**src/rtl/uart_pkg.sv**
```systemverilog
// ---------------------------------------------------------------------------
// uart_pkg
// Types and constants shared by the UART core and the TX arbiter.
//   arb_state_t     : arbiter FSM encoding (IDLE / LOCK)
//   DEF_DATA_WIDTH  : default byte width, matches the UART DBIT setting
//   ptr_width()     : width of a requester index for n requesters
// ---------------------------------------------------------------------------
package uart_pkg;

    localparam int DEF_DATA_WIDTH = 8;

    typedef enum logic {
        IDLE = 1'b0,
        LOCK = 1'b1
    } arb_state_t;

    function automatic int ptr_width(input int n);
        return (n > 1) ? $clog2(n) : 1;
    endfunction

endpackage

```
**src/rtl/uart_tx_arbiter_rr_pick.sv**
```systemverilog
// ---------------------------------------------------------------------------
// rr_pick
// Combinational round-robin selector. Picks the first asserted request at or
// after rr_ptr, searching upward and wrapping past NREQ-1 to 0.
// Ports:
//   req    in  [NREQ]   request vector
//   rr_ptr in  [PTR_W]  index with the highest priority this round
//   pick   out [NREQ]   one-hot winner (zero when nothing requests)
//   found  out          at least one request was asserted
// ---------------------------------------------------------------------------
module rr_pick
    import uart_pkg::*;
#(
    parameter int NREQ  = 4,
    parameter int PTR_W = 2
) (
    input  logic [NREQ-1:0]  req,
    input  logic [PTR_W-1:0] rr_ptr,
    output logic [NREQ-1:0]  pick,
    output logic             found
);

    // Two passes avoid a computed (modulo) index: first the requesters at or
    // above the pointer, then the wrapped-around ones below it.
    always_comb begin
        pick  = '0;
        found = 1'b0;
        for (int i = 0; i < NREQ; i++) begin
            if (!found && req[i] && (i >= int'(rr_ptr))) begin
                pick[i] = 1'b1;
                found   = 1'b1;
            end
        end
        for (int i = 0; i < NREQ; i++) begin
            if (!found && req[i] && (i < int'(rr_ptr))) begin
                pick[i] = 1'b1;
                found   = 1'b1;
            end
        end
    end

endmodule

```
**src/rtl/uart_tx_arbiter.sv**
```systemverilog
// ---------------------------------------------------------------------------
// uart_tx_arbiter
// Round-robin, packet-locking arbiter in front of the UART TX FIFO write port.
// A granted requester owns the port until it sends a byte flagged last, so
// multi-byte messages never interleave on the serial line.
//
// Optional feature: define UART_ARB_TIMEOUT_EN to add a stall-timeout counter
// that force-releases a lock after TIMEOUT stalled cycles and pulses the
// extra timeout_err output.
//
// Ports:
//   clk          in               system clock
//   rst          in               asynchronous active-low reset
//   req_valid    in  [NREQ]       per-requester byte valid
//   req_data     in  [NREQ*DW]    packed bytes, requester i at [i*DW +: DW]
//   req_last     in  [NREQ]       final byte of a message
//   req_ready    out [NREQ]       byte accepted when valid & ready
//   tx_full      in               UART TX FIFO full
//   wr_uart      out              UART FIFO write strobe
//   w_data       out [DW]         byte to the UART FIFO
//   grant        out [NREQ]       one-hot owner, zero when idle
//   timeout_err  out              (UART_ARB_TIMEOUT_EN only) one-cycle pulse
//   busy         out              a grant is held
// ---------------------------------------------------------------------------
module uart_tx_arbiter
    import uart_pkg::*;
#(
    parameter int NREQ       = 4,
    parameter int DATA_WIDTH = DEF_DATA_WIDTH,
    parameter int TO_W       = 8,
    parameter int TIMEOUT    = 200
) (
    input  logic                       clk,
    input  logic                       rst,
    input  logic [NREQ-1:0]            req_valid,
    input  logic [NREQ*DATA_WIDTH-1:0] req_data,
    input  logic [NREQ-1:0]            req_last,
    output logic [NREQ-1:0]            req_ready,
    input  logic                       tx_full,
    output logic                       wr_uart,
    output logic [DATA_WIDTH-1:0]      w_data,
    output logic [NREQ-1:0]            grant,
`ifdef UART_ARB_TIMEOUT_EN
    output logic                       timeout_err,
`endif
    output logic                       busy
);

    localparam int PTR_W = ptr_width(NREQ);

    // Elaboration-time guard: the stall limit must fit the counter.
    if (NREQ < 2 || NREQ > 8 || TIMEOUT < 1 || TIMEOUT >= (2 ** TO_W)) begin : g_bad_params
        $error("uart_tx_arbiter: NREQ must be 2..8 and TIMEOUT in 1..2^TO_W-1");
    end

    arb_state_t       state_q, state_d;
    logic [NREQ-1:0]  grant_q, grant_d;
    logic [PTR_W-1:0] rr_ptr_q, rr_ptr_d;

    logic [NREQ-1:0]       pick;
    logic                  found;
    logic [PTR_W-1:0]      g_idx;
    logic [PTR_W-1:0]      next_ptr;
    logic                  sel_valid;
    logic                  sel_last;
    logic [DATA_WIDTH-1:0] sel_data;

`ifdef UART_ARB_TIMEOUT_EN
    localparam logic [TO_W-1:0] TO_LIMIT = TO_W'(TIMEOUT - 1);

    logic [TO_W-1:0] to_cnt_q, to_cnt_d;
    logic            timeout_err_q, timeout_err_d;
`endif

    rr_pick #(
        .NREQ  (NREQ),
        .PTR_W (PTR_W)
    ) u_rr_pick (
        .req    (req_valid),
        .rr_ptr (rr_ptr_q),
        .pick   (pick),
        .found  (found)
    );

    // Mux the owner's handshake signals out of the packed request bus.
    always_comb begin
        g_idx     = '0;
        sel_valid = 1'b0;
        sel_last  = 1'b0;
        sel_data  = '0;
        for (int i = 0; i < NREQ; i++) begin
            if (grant_q[i]) begin
                g_idx     = PTR_W'(i);
                sel_valid = req_valid[i];
                sel_last  = req_last[i];
                sel_data  = req_data[i*DATA_WIDTH +: DATA_WIDTH];
            end
        end
        next_ptr = (int'(g_idx) == NREQ - 1) ? '0 : g_idx + 1'b1;
    end

    // Next-state and port logic. A stalled owner (valid low) keeps the lock;
    // only a last byte, or the optional timeout, hands the port back.
    always_comb begin
        state_d   = state_q;
        grant_d   = grant_q;
        rr_ptr_d  = rr_ptr_q;
        req_ready = '0;
        wr_uart   = 1'b0;
        w_data    = '0;
`ifdef UART_ARB_TIMEOUT_EN
        to_cnt_d      = to_cnt_q;
        timeout_err_d = 1'b0;
`endif
        case (state_q)
            IDLE: begin
`ifdef UART_ARB_TIMEOUT_EN
                to_cnt_d = '0;
`endif
                if (found) begin
                    grant_d = pick;
                    state_d = LOCK;
                end
            end
            LOCK: begin
                req_ready = grant_q & {NREQ{~tx_full}};
                wr_uart   = sel_valid & ~tx_full;
                if (wr_uart) begin
                    w_data = sel_data;
                end
                if (wr_uart && sel_last) begin
                    state_d  = IDLE;
                    grant_d  = '0;
                    rr_ptr_d = next_ptr;
                end
`ifdef UART_ARB_TIMEOUT_EN
                else if (wr_uart) begin
                    to_cnt_d = '0;
                end else if (!tx_full && !sel_valid) begin
                    if (to_cnt_q == TO_LIMIT) begin
                        state_d       = IDLE;
                        grant_d       = '0;
                        rr_ptr_d      = next_ptr;
                        to_cnt_d      = '0;
                        timeout_err_d = 1'b1;
                    end else begin
                        to_cnt_d = to_cnt_q + 1'b1;
                    end
                end
`endif
            end
            default: begin
                state_d = IDLE;
                grant_d = '0;
            end
        endcase
    end

    always_ff @(posedge clk or negedge rst) begin
        if (!rst) begin
            state_q  <= IDLE;
            grant_q  <= '0;
            rr_ptr_q <= '0;
`ifdef UART_ARB_TIMEOUT_EN
            to_cnt_q      <= '0;
            timeout_err_q <= 1'b0;
`endif
        end else begin
            state_q  <= state_d;
            grant_q  <= grant_d;
            rr_ptr_q <= rr_ptr_d;
`ifdef UART_ARB_TIMEOUT_EN
            to_cnt_q      <= to_cnt_d;
            timeout_err_q <= timeout_err_d;
`endif
        end
    end

    assign grant = grant_q;
    assign busy  = (state_q == LOCK);
`ifdef UART_ARB_TIMEOUT_EN
    assign timeout_err = timeout_err_q;
`endif

endmodule

```
**config.mk**
```make
export PLATFORM = sky130hd
export DESIGN_NAME = uart_tx_arbiter
export DESIGN_NICKNAME = d
export VERILOG_FILES = /design/src/rtl/uart_pkg.sv /design/src/rtl/uart_tx_arbiter_rr_pick.sv /design/src/rtl/uart_tx_arbiter.sv
export SDC_FILE = /design/constraint.sdc
export NUM_CORES = 1
export LEC_CHECK = 0
export CORE_MARGIN = 2
export CORE_UTILIZATION = 34
export CTS_BUF_LIST = sky130_fd_sc_hd__clkbuf_4 sky130_fd_sc_hd__clkbuf_8 sky130_fd_sc_hd__clkbuf_16
export DETAILED_ROUTE_END_ITERATION = 12
export HOLD_SLACK_MARGIN = 0.12
export PLACE_DENSITY = 0.8
export SYNTH_ARGS = -nofsm -noshare
export SYNTH_HDL_FRONTEND = slang
export SYNTH_SLANG_ARGS = --single-unit
```
**constraint.sdc**
```tcl
create_clock -name clk -period 1.95 [get_ports clk]
set_clock_uncertainty 0.1 [all_clocks]
set_input_delay 0.39 -clock clk [delete_from_list [all_inputs] [get_ports clk]]
set_output_delay 0.39 -clock clk [all_outputs]
set_load 0.05 [all_outputs]
```
# Word level (Yosys, flattened, before mapping)
# Cells that the tools add are included.
[classes]
n_addsub = 1
n_mul = 0
div = 0
order_cmp = 6
n_eq_ne = 3
shift = 0
mux = 39
bitwise_logic = 4
reduce_logical = 21
[op_table]
columns = ["cell", "count"]
rows = [
  ["2-to-1 mux 8 bit", 6],
  ["2-to-1 mux 1 bit", 25],
  ["logical AND 1 bit", 13],
  ["2-to-1 mux 4 bit", 3],
  ["one-hot mux 4 bit (2 select lines)", 1],
  ["logical NOT 1 bit", 6],
  ["2-to-1 mux 2 bit", 3],
  ["AND 4 bit", 1],
  [">= comparator 1 x 2 -> 1 bit (first input constant)", 2],
  ["< comparator 1 x 2 -> 1 bit (first input constant)", 2],
  ["AND reduction 2 bit", 2],
  ["adder 2 x 1 -> 2 bit (second input constant)", 1],
  ["equality test 2 x 1 -> 1 bit (second input constant)", 1],
  [">= comparator 2 bit (first input constant)", 1],
  ["< comparator 2 bit (first input constant)", 1],
  ["!= test 2 x 1 -> 1 bit (second input constant)", 1],
  ["!= test 2 bit (second input constant)", 1],
  ["inverter 1 bit", 2],
  ["one-hot mux 1 bit (2 select lines)", 1],
  ["AND 1 bit", 1],
]
[word_totals]
register_bits = 7
latch_bits = 0
mem_bits_rw = 0
rom_bits = 0
input_bits = 43
out_inout_bits = 18
memories = 0

# Logic depth before layout (Yosys ltp)
[depth]
depth_word = 28
mapped_depth = 6
depth_no_buf = 5

# Cells and area by module
# From an unflattened synthesis, not the netlist that was laid out.
[unflattened]
hier_cells = 113
area_unflattened_um2 = 830.8
[modules_own_cells]
columns = ["module", "n_inst", "cells_per_inst", "area_each_um2"]
rows = [
  ["uart_tx_arbiter", 1, 94, 719.4],
  ["rr_pick", 1, 19, 111.4],
]

# Least setup slack after synthesis
# Ideal clock, no wire load.
[synth_path]
path_kind = "register -> output"
start = "register grant_q[3] (netlist: grant[3])"
end = "output w_data[0]"
arrival_time_ns = 2.460
slack_ns = -1.000
stages_incl_launch_ff = 6
path_buffers = 1
cell_sequence = "dfrtp_1 buf_2 a21oi_2 o32ai_4 nor3_4 nor2b_1"
[synth_via]
elab_chain_len = 4
[synth_rtl]
columns = ["item", "line", "source"]
rows = [
  ["from (decl)", "uart_tx_arbiter.sv:57", "logic [NREQ-1:0] grant_q, grant_d;"],
  ["from (signal assigned)", "uart_tx_arbiter.sv:170", "grant_q <= grant_d;"],
  ["2-to-1 mux 1 bit", "uart_tx_arbiter.sv:92", "if (grant_q[i]) begin"],
  ["AND 1 bit", "uart_tx_arbiter.sv:127", "wr_uart = sel_valid & ~tx_full;"],
  ["2-to-1 mux 8 bit (*)", "uart_tx_arbiter.sv:128", "if (wr_uart) begin"],
  ["2-to-1 mux 8 bit (*)", "uart_tx_arbiter.sv:115", "case (state_q)"],
  ["to (decl)", "uart_tx_arbiter.sv:41", "output logic [DATA_WIDTH-1:0] w_data,"],
]
# Mark *: on every way between the ends. The rest lies on a longest branch, timed or not.

# Final worst setup path
[layout_path]
start = "register grant_q[0] (netlist: grant[0])"
end = "output w_data[5]"
[layout_via]
elab_chain_len = 7
[layout_rtl]
columns = ["item", "line"]
rows = [
  ["2-to-1 mux 1 bit (4 in a row)", "uart_tx_arbiter.sv:92"],
  ["AND 1 bit", "uart_tx_arbiter.sv:127"],
  ["2-to-1 mux 8 bit (*)", "uart_tx_arbiter.sv:128"],
  ["2-to-1 mux 8 bit (*)", "uart_tx_arbiter.sv:115"],
]
# Marks and branches as above.

==> flow_summary.rst <==
.. list-table::
   :header-rows: 1

   * - Metric
     - Value
   * - Outcome
     - complete, but fails checks
   * - Failing checks
     - negative setup slack
   * - Power per cell area
     - 1390 nW/um^2
   * - Post-placement cell area
     - 1820 um^2
   * - Clock root buffer
     - clkbuf_4
   * - Width of the chip
     - 53.0 um
   * - Sink Count
     - 7
   * - Post-layout worst setup margin
     - -0.394 ns
   * - Kind of critical path
     - flop to primary output
   * - Boundary pin count
     - 61
   * - Post-detailed-route via-to-cell ratio
     - 6.15
   * - Fraction of final layout cells sized beyond drive strength 1
     - roughly 52%
   * - DRC marker count from the first detailed-route iteration
     - 70
   * - Clock transition time at the flip-flop clock pins of the worst setup and hold paths
     - roughly 0.06 ns
   * - Final sum of negative setup slack
     - -3.24 ns
   * - Final critical-path required period
     - 2.34 ns
   * - Relative slew slack
     - 67.1%
   * - Sequence of cells on the critical path
     - nor2b_2, buf_6, a221oi_2, nor3_2, a21oi_2, nor2b_4, buf_12
   * - Endpoint of the most critical register-to-register path
     - rr_ptr_q[1]
   * - Remaining DRCs
     - 0
   * - Count of final hold-check violations
     - 0
   * - Warnings from Yosys
     - 0
   * - Critical Path Fanout Max
     - 7
   * - Remaining number of nets flagged by the antenna check after routing
     - 0
   * - Worst setup path endpoint
     - w_data[5]
   * - Category of the worst setup path capture point
     - primary output
   * - Syn avg cell area
     - about 7.9 um^2
   * - Clock latency at the later pin of the worst-skew pair
     - 0.26 ns
   * - Detailed-route via count
     - 1353
   * - Tightest Pin Transition
     - 0.489 ns
   * - Leading cell type in the layout, fill and taps excluded
     - clkdlybuf4s50_1
   * - Most frequent cells in the layout
     - clkdlybuf4s50_1 (37), buf_4 (27), buf_12 (16)
   * - Worst vdd ir
     - roughly 0.0013 V
   * - TritonRoute pass-1 iters
     - 5
   * - Hold-fix buffers at CTS
     - 0
   * - CORE AREA
     - 2230 um^2
   * - Detail-routed net length per standard cell
     - 24.1 um
   * - Combined area of all synthesized cells
     - between 800 and 900 um^2
   * - Fmax achieved
     - 427 MHz
   * - Number of placed instances, taps included
     - 206
   * - # nets final
     - roughly 240
   * - Area growth, synth to finish
     - 154%
   * - Clk buf depth
     - 2
   * - Pins over their slew limit
     - 0
   * - Die area
     - ~2800 um^2
   * - Utilization of the core after routing
     - 92.8%
   * - Standby leakage power
     - 0.801 nW
   * - Dpl hpwl
     - 2.82 mm
   * - # diodes
     - 0
   * - Nature of the critical path startpoint
     - flop
   * - Flip-flop and latch count after synthesis
     - 7
   * - IO buf count
     - 60
   * - RD Place Congestion
     - 0.843
   * - Clock tree from TritonCTS
     - done
   * - Number of violations of the max-capacitance limit
     - 0
   * - Worst min path class
     - input pin to asynchronous set/reset pin
   * - Initial Util
     - 36.6%
   * - Required arrival time at the worst endpoint
     - 1.46 ns
   * - Critical path's top delay family
     - compound AO/OA/AOI/OAI gates
   * - Site Rows
     - 17
   * - Number of different library cells in the post-synthesis netlist
     - 31
   * - H-tree depth
     - 1
   * - Height of the die
     - 53.0 um
   * - Post-place setup slack
     - -0.526 ns
   * - Buffers plus inverters on the worst setup path
     - 2
   * - Part of the Yosys area used for sequential elements
     - 21.4%
   * - Arr. time, crit path
     - 1.85 ns
   * - Synthesized netlist cell count
     - 104
   * - Startpoint of the worst register-to-register path
     - grant[3]
   * - Syn_nets
     - 147
   * - Launch point of the worst path
     - grant[0]
   * - Part of the cycle the worst path needs
     - 120%
   * - Largest stage delay on the critical path
     - 0.42 ns
   * - Total GRT Usage
     - 33.5%
   * - Antenna violations before repair
     - 0
   * - Vias in the first global route
     - 1376
   * - Unrepaired setup endpoints after global routing
     - yes
   * - Final standard cell count with taps included and fillers excluded
     - 220
   * - Design Area, Final
     - 2070 um^2
   * - Finish-stage setup viols
     - 9
   * - Pin count of the biggest net entering global routing
     - 14
   * - Slowest-stage cell, CP
     - dfrtp_2
   * - Leftover overflow at the end of global routing
     - 0
   * - Routed Wire Length
     - 5.31 mm
   * - Internal reg-to-reg setup slack
     - about 0.070 ns
   * - Reg2reg path depth
     - 7
   * - Stages on worst setup path
     - 7
   * - Clock buffer count from CTS
     - 3
   * - Global-route wire length before repair
     - 6.58 mm
## logic make-up (layout without fill, tap and decap cells)
family                 after synthesis  after routing  share of synthesized area (%)
buffers and inverters               11             99                           5.97
flip-flops                           7              7                           21.4
AO/OA/AOI/OAI                       39             39                           36.1
AND/OR/NAND/NOR                     47             47                           36.4
## worst min path at each step
stage	start	to	slack, ns	depth (start not counted)
3_5_place_dp	rr_ptr_q[1]	rr_ptr_q[1]	0.49	1
4_1_cts	rst	rr_ptr_q[1]	0.29	1
2_1_floorplan	rst	busy	-0.006	0
5_1_grt	rst	rr_ptr_q[1]	0.31	1
3_3_place_gp	rr_ptr_q[1]	rr_ptr_q[1]	0.47	1
6_report	rst	rr_ptr_q[1]	0.29	1
## sequential cells by signal, indices dropped and copies added (netlist names)
register  flops
busy          1
grant         4
rr_ptr_q      2
## layout make-up
cell class / count / area (um^2)
clock buffers: 4 / 30.0
multi-input cells: 86 / 813
flip-flops and latches: 7 / 181
fillers: 74 / 161
well taps: 28 / 35.0
inverters: 5 / 18.8
repair buffers: 90 / 993
## synthesized netlist by cell type, drive strengths merged
library cell | number | share of area [%]
nor2b | 19 | 15
a21oi | 13 | 8.9
nor2 | 4 | 1.8
and4 | 1 | 1.1
a211o | 1 | 1.1
nor4 | 1 | 0.77
dfrtp | 7 | 21
or2 | 1 | 0.77
nand2 | 3 | 1.4
a21boi | 1 | 0.92
nand2b | 1 | 1.7
clkbuf | 2 | 0.92
inv | 5 | 2.3
o32ai | 1 | 3.4
o2bb2ai | 2 | 2.1
and2b | 1 | 0.92
a32o | 2 | 2.5
o21ai | 6 | 4.1
a221oi | 8 | 8.6
a31o | 2 | 2.1
o211ai | 1 | 0.92
buf | 4 | 2.8
nor3b | 1 | 0.92
nor3 | 11 | 9.5
o22ai | 2 | 1.5
and2 | 4 | 3.1
## power by group
group / switching, W / internal [W] / leakage [nW]
combinational: 0.00124 / 0.00117 / 0.701
sequential: 0.000111 / 0.000206 / 0.0820
clock: 0.0000597 / 0.0000923 / 0.0184
## layer usage
layer  track usage, %  share of wire (%)  routed length (um)  up-vias
met1             34.6                 35                1850      618
met4             20.9                5.5                 293        0
li1                 -                  -                   -      565
met3             10.7                 11                 591       35
met2             57.9                 48                2570      135
met5                0                  0                   0        -
## stage by stage
stage | total power, W | hold WS, ns
final | 0.00289 | 0.287
after global routing | 0.00299 | 0.308
after CTS | 0.00267 | 0.286
after detailed placement | 0.00224 | 0.490
after global placement | 0.00217 | 0.467
after floorplan | 0.00144 | -0.00559
## timing repair
| action | CTS | global route |
|---|---|---|
| resized for setup | 23 | 17 |
| endpoints found under the setup margin | 13 | 10 |
| pin swaps | 6 | 7 |
| endpoints found under the hold margin | 0 | 0 |
| cloned | 1 | 0 |
| setup buffers | 8 | 4 |
No activity file was read; power rests on OpenSTA's default activity.
==> RTL edit, RTL diff (config.mk and constraints unchanged) <==
`NREQ` is set to 4 in 2 places; all go to 3.
--- a/src/rtl/uart_tx_arbiter_rr_pick.sv
+++ b/src/rtl/uart_tx_arbiter_rr_pick.sv
@@ -12,5 +12,5 @@
     import uart_pkg::*;
 #(
-    parameter int NREQ  = 4,
+    parameter int NREQ  = 3,
     parameter int PTR_W = 2
 ) (
--- a/src/rtl/uart_tx_arbiter.sv
+++ b/src/rtl/uart_tx_arbiter.sv
@@ -26,5 +26,5 @@
     import uart_pkg::*;
 #(
-    parameter int NREQ       = 4,
+    parameter int NREQ       = 3,
     parameter int DATA_WIDTH = DEF_DATA_WIDTH,
     parameter int TO_W       = 8,
Interface: changed (5 resized); port bits go from 61 to 49. The function was not compared with the original's and may differ.
==> RTL edit against the unedited design <==
- the run still ends with setup timing left
- hold slack got worse by 0.019 ns
- wire length decreased by 52%
- sequential cell count is 1 lower
- first-iteration DRC count decreased by 86%
- synthesized area down 21%
- worst setup slack better by 0.26 ns
- final area decreased by 30%
- non-clock buffer count decreased by 26
- critical endpoint is now w_data[2]
- largest cell class unchanged
Power is not compared: it rests on default switching activity, and its combinational part moved more than twofold at a synthesized area within 25%.
==> RTL edit: results (changes against the unedited design) <==
status - complete, but fails checks
violated checks - setup timing
endpoints failing setup - 9 (unchanged)
Worst Setup EP - w_data[2]
clock latency on the worst-skew pair - 0.26 ns (about the same)
setup ws final - -0.1308 ns (+0.2631 ns)
TritonCTS buffer count - 3 (unchanged)
gate count of the mapped netlist - 85 (-18%)
CP startpoint - grant[2]
synth cell count leaders - and2_1 (11), nand2_1 (10), o21ai_0 (10), a22oi_1 (8)
vias - 881 (-35%)
Synth cell types - 28 (-9.7%)
root buf cell - clkbuf_4
CP max stage delay - 0.42 ns (about the same)
Sum Neg Setup Slack - -1.008 ns (+2.229 ns)
number of global-route vias before repair - 904 (-34%)
first-pass GRT wire length - 3767 µm (-43%)
Max stage delay cell, worst path - dfrtp_2
max reg flops - 3 (-1)
DP Worst Slack - -0.3543 ns (+0.1713 ns)
Synthesis Warnings - 0 (unchanged)
syn nets - 118 (-20%)
Leakage - 0.5870 nW
H-tree depth - 1 (unchanged)
Bufs on Longest Clock Path - 2 (unchanged)
Peak VDD IR - 0.7582 mV
r2r setup slk - 0.13 ns (+0.06 ns)
sequential area share after synthesis - 23.21% (+1.8 points)
Ant. Diodes - 0 (unchanged)
depth of the most critical reg-to-reg path - 6 (-1)
Overall Global Routing Usage - 24.10% (-9.4 points)
WL per Instance - 14.85 µm (-38%)
placed insts - 167 (-19%)
ranking of synthesized cells by area - dfrtp_1 (23%), and2_1 (11%), a22oi_1 (9.3%)
Least-Margin Pin Slew - 0.3261 ns (-0.1630 ns)
Min-Delay Path Class - in -> async
Vias per Instance - 5.152 (-16%)
Iteration-0 DRC Markers - 10 (-86%)
Top delay family on crit path - simple AND/OR/NAND/NOR gates
Final GP Congestion - 0.8189 (-2.9%)
share of cells above drive strength 1 - 36.99% (-15 points)
DP Wirelength - 2109 µm (-25%)
R2R Path End - rr_ptr_q[0]
largest net degree at the start of global routing - 22 (+8)
drt pass-1 iters - 4 (-1)
Layout Nets - 181 (-23%)
PortBufs - 48 (-20%)
FILL cells - 126 (+70%)
Worst Path Max Fanout - 7 (unchanged)
Arr. time, crit path - 1.59 ns (-0.26 ns)
clock slew at reported path FFs - 0.05 ns
asr flop ratio synth - 100.0% (unchanged)
RTL edit: logic make-up (layout without fill, tap and decap cells):
family,after synthesis,in the layout,share of synthesized area (%)
flops,6,6,23.21
xor+xnor,1,1,1.354
simple gates,38,38,36.95
compound gates,29,29,28.43
buf+inv,9,70,6.575
mux,2,2,3.481
RTL edit: area by class of cell:
cell class                      count  share of cell area (%)
Clock buffer                        3                   1.563
Inverter                            3                  0.7813
Multi-Input combinational cell     70                   33.77
Sequential cell                     6                   10.76
Tap cell                           25                   2.170
Timing Repair Buffer               64                   50.95
RTL edit: where the power goes:
group	internal (W)	leakage, nW	total (W)	switching [W]
Sequential	0.000169	0.0701	0.000230	0.0000608
Combinational	0.000534	0.503	0.00106	0.000528
Clock	0.0000702	0.0138	0.000124	0.0000534
RTL edit: timing repair:
item                                    4_1_cts  5_1_grt
endpoints found under the setup margin       14        9
gates resized for setup                       7        1
gates cloned                                  0        0
pin swaps                                     3        0
setup buffers                                 1        1
RTL edit: routing by layer:
layer	GRT usage, %	part of all wire, %	wire [µm]	vias to the layer above
met5	0	0	0	-
met4	16.22	2.0	52	0
met3	6.415	11	270	6
met2	42.43	50	1265	44
met1	24.83	37	952	404
li1	-	-	-	427
RTL edit: metrics by stage:
| step | utilization, % | total power (W) | cell area, µm² | hold WS [ns] |
|---|---|---|---|---|
| global route | 81.70 | 0.001497 | 1441 | 0.2928 |
| detailed placement | 79.36 | 0.001285 | 1400 | 0.4579 |
| global placement | 79.36 | 0.001258 | 1400 | 0.4450 |
| CTS | 81.06 | 0.001411 | 1430 | 0.2681 |
| floorplan | - | 0.0008036 | 678.2 | -0.005591 |
| finish | 81.70 | 0.001416 | 1441 | 0.2681 |
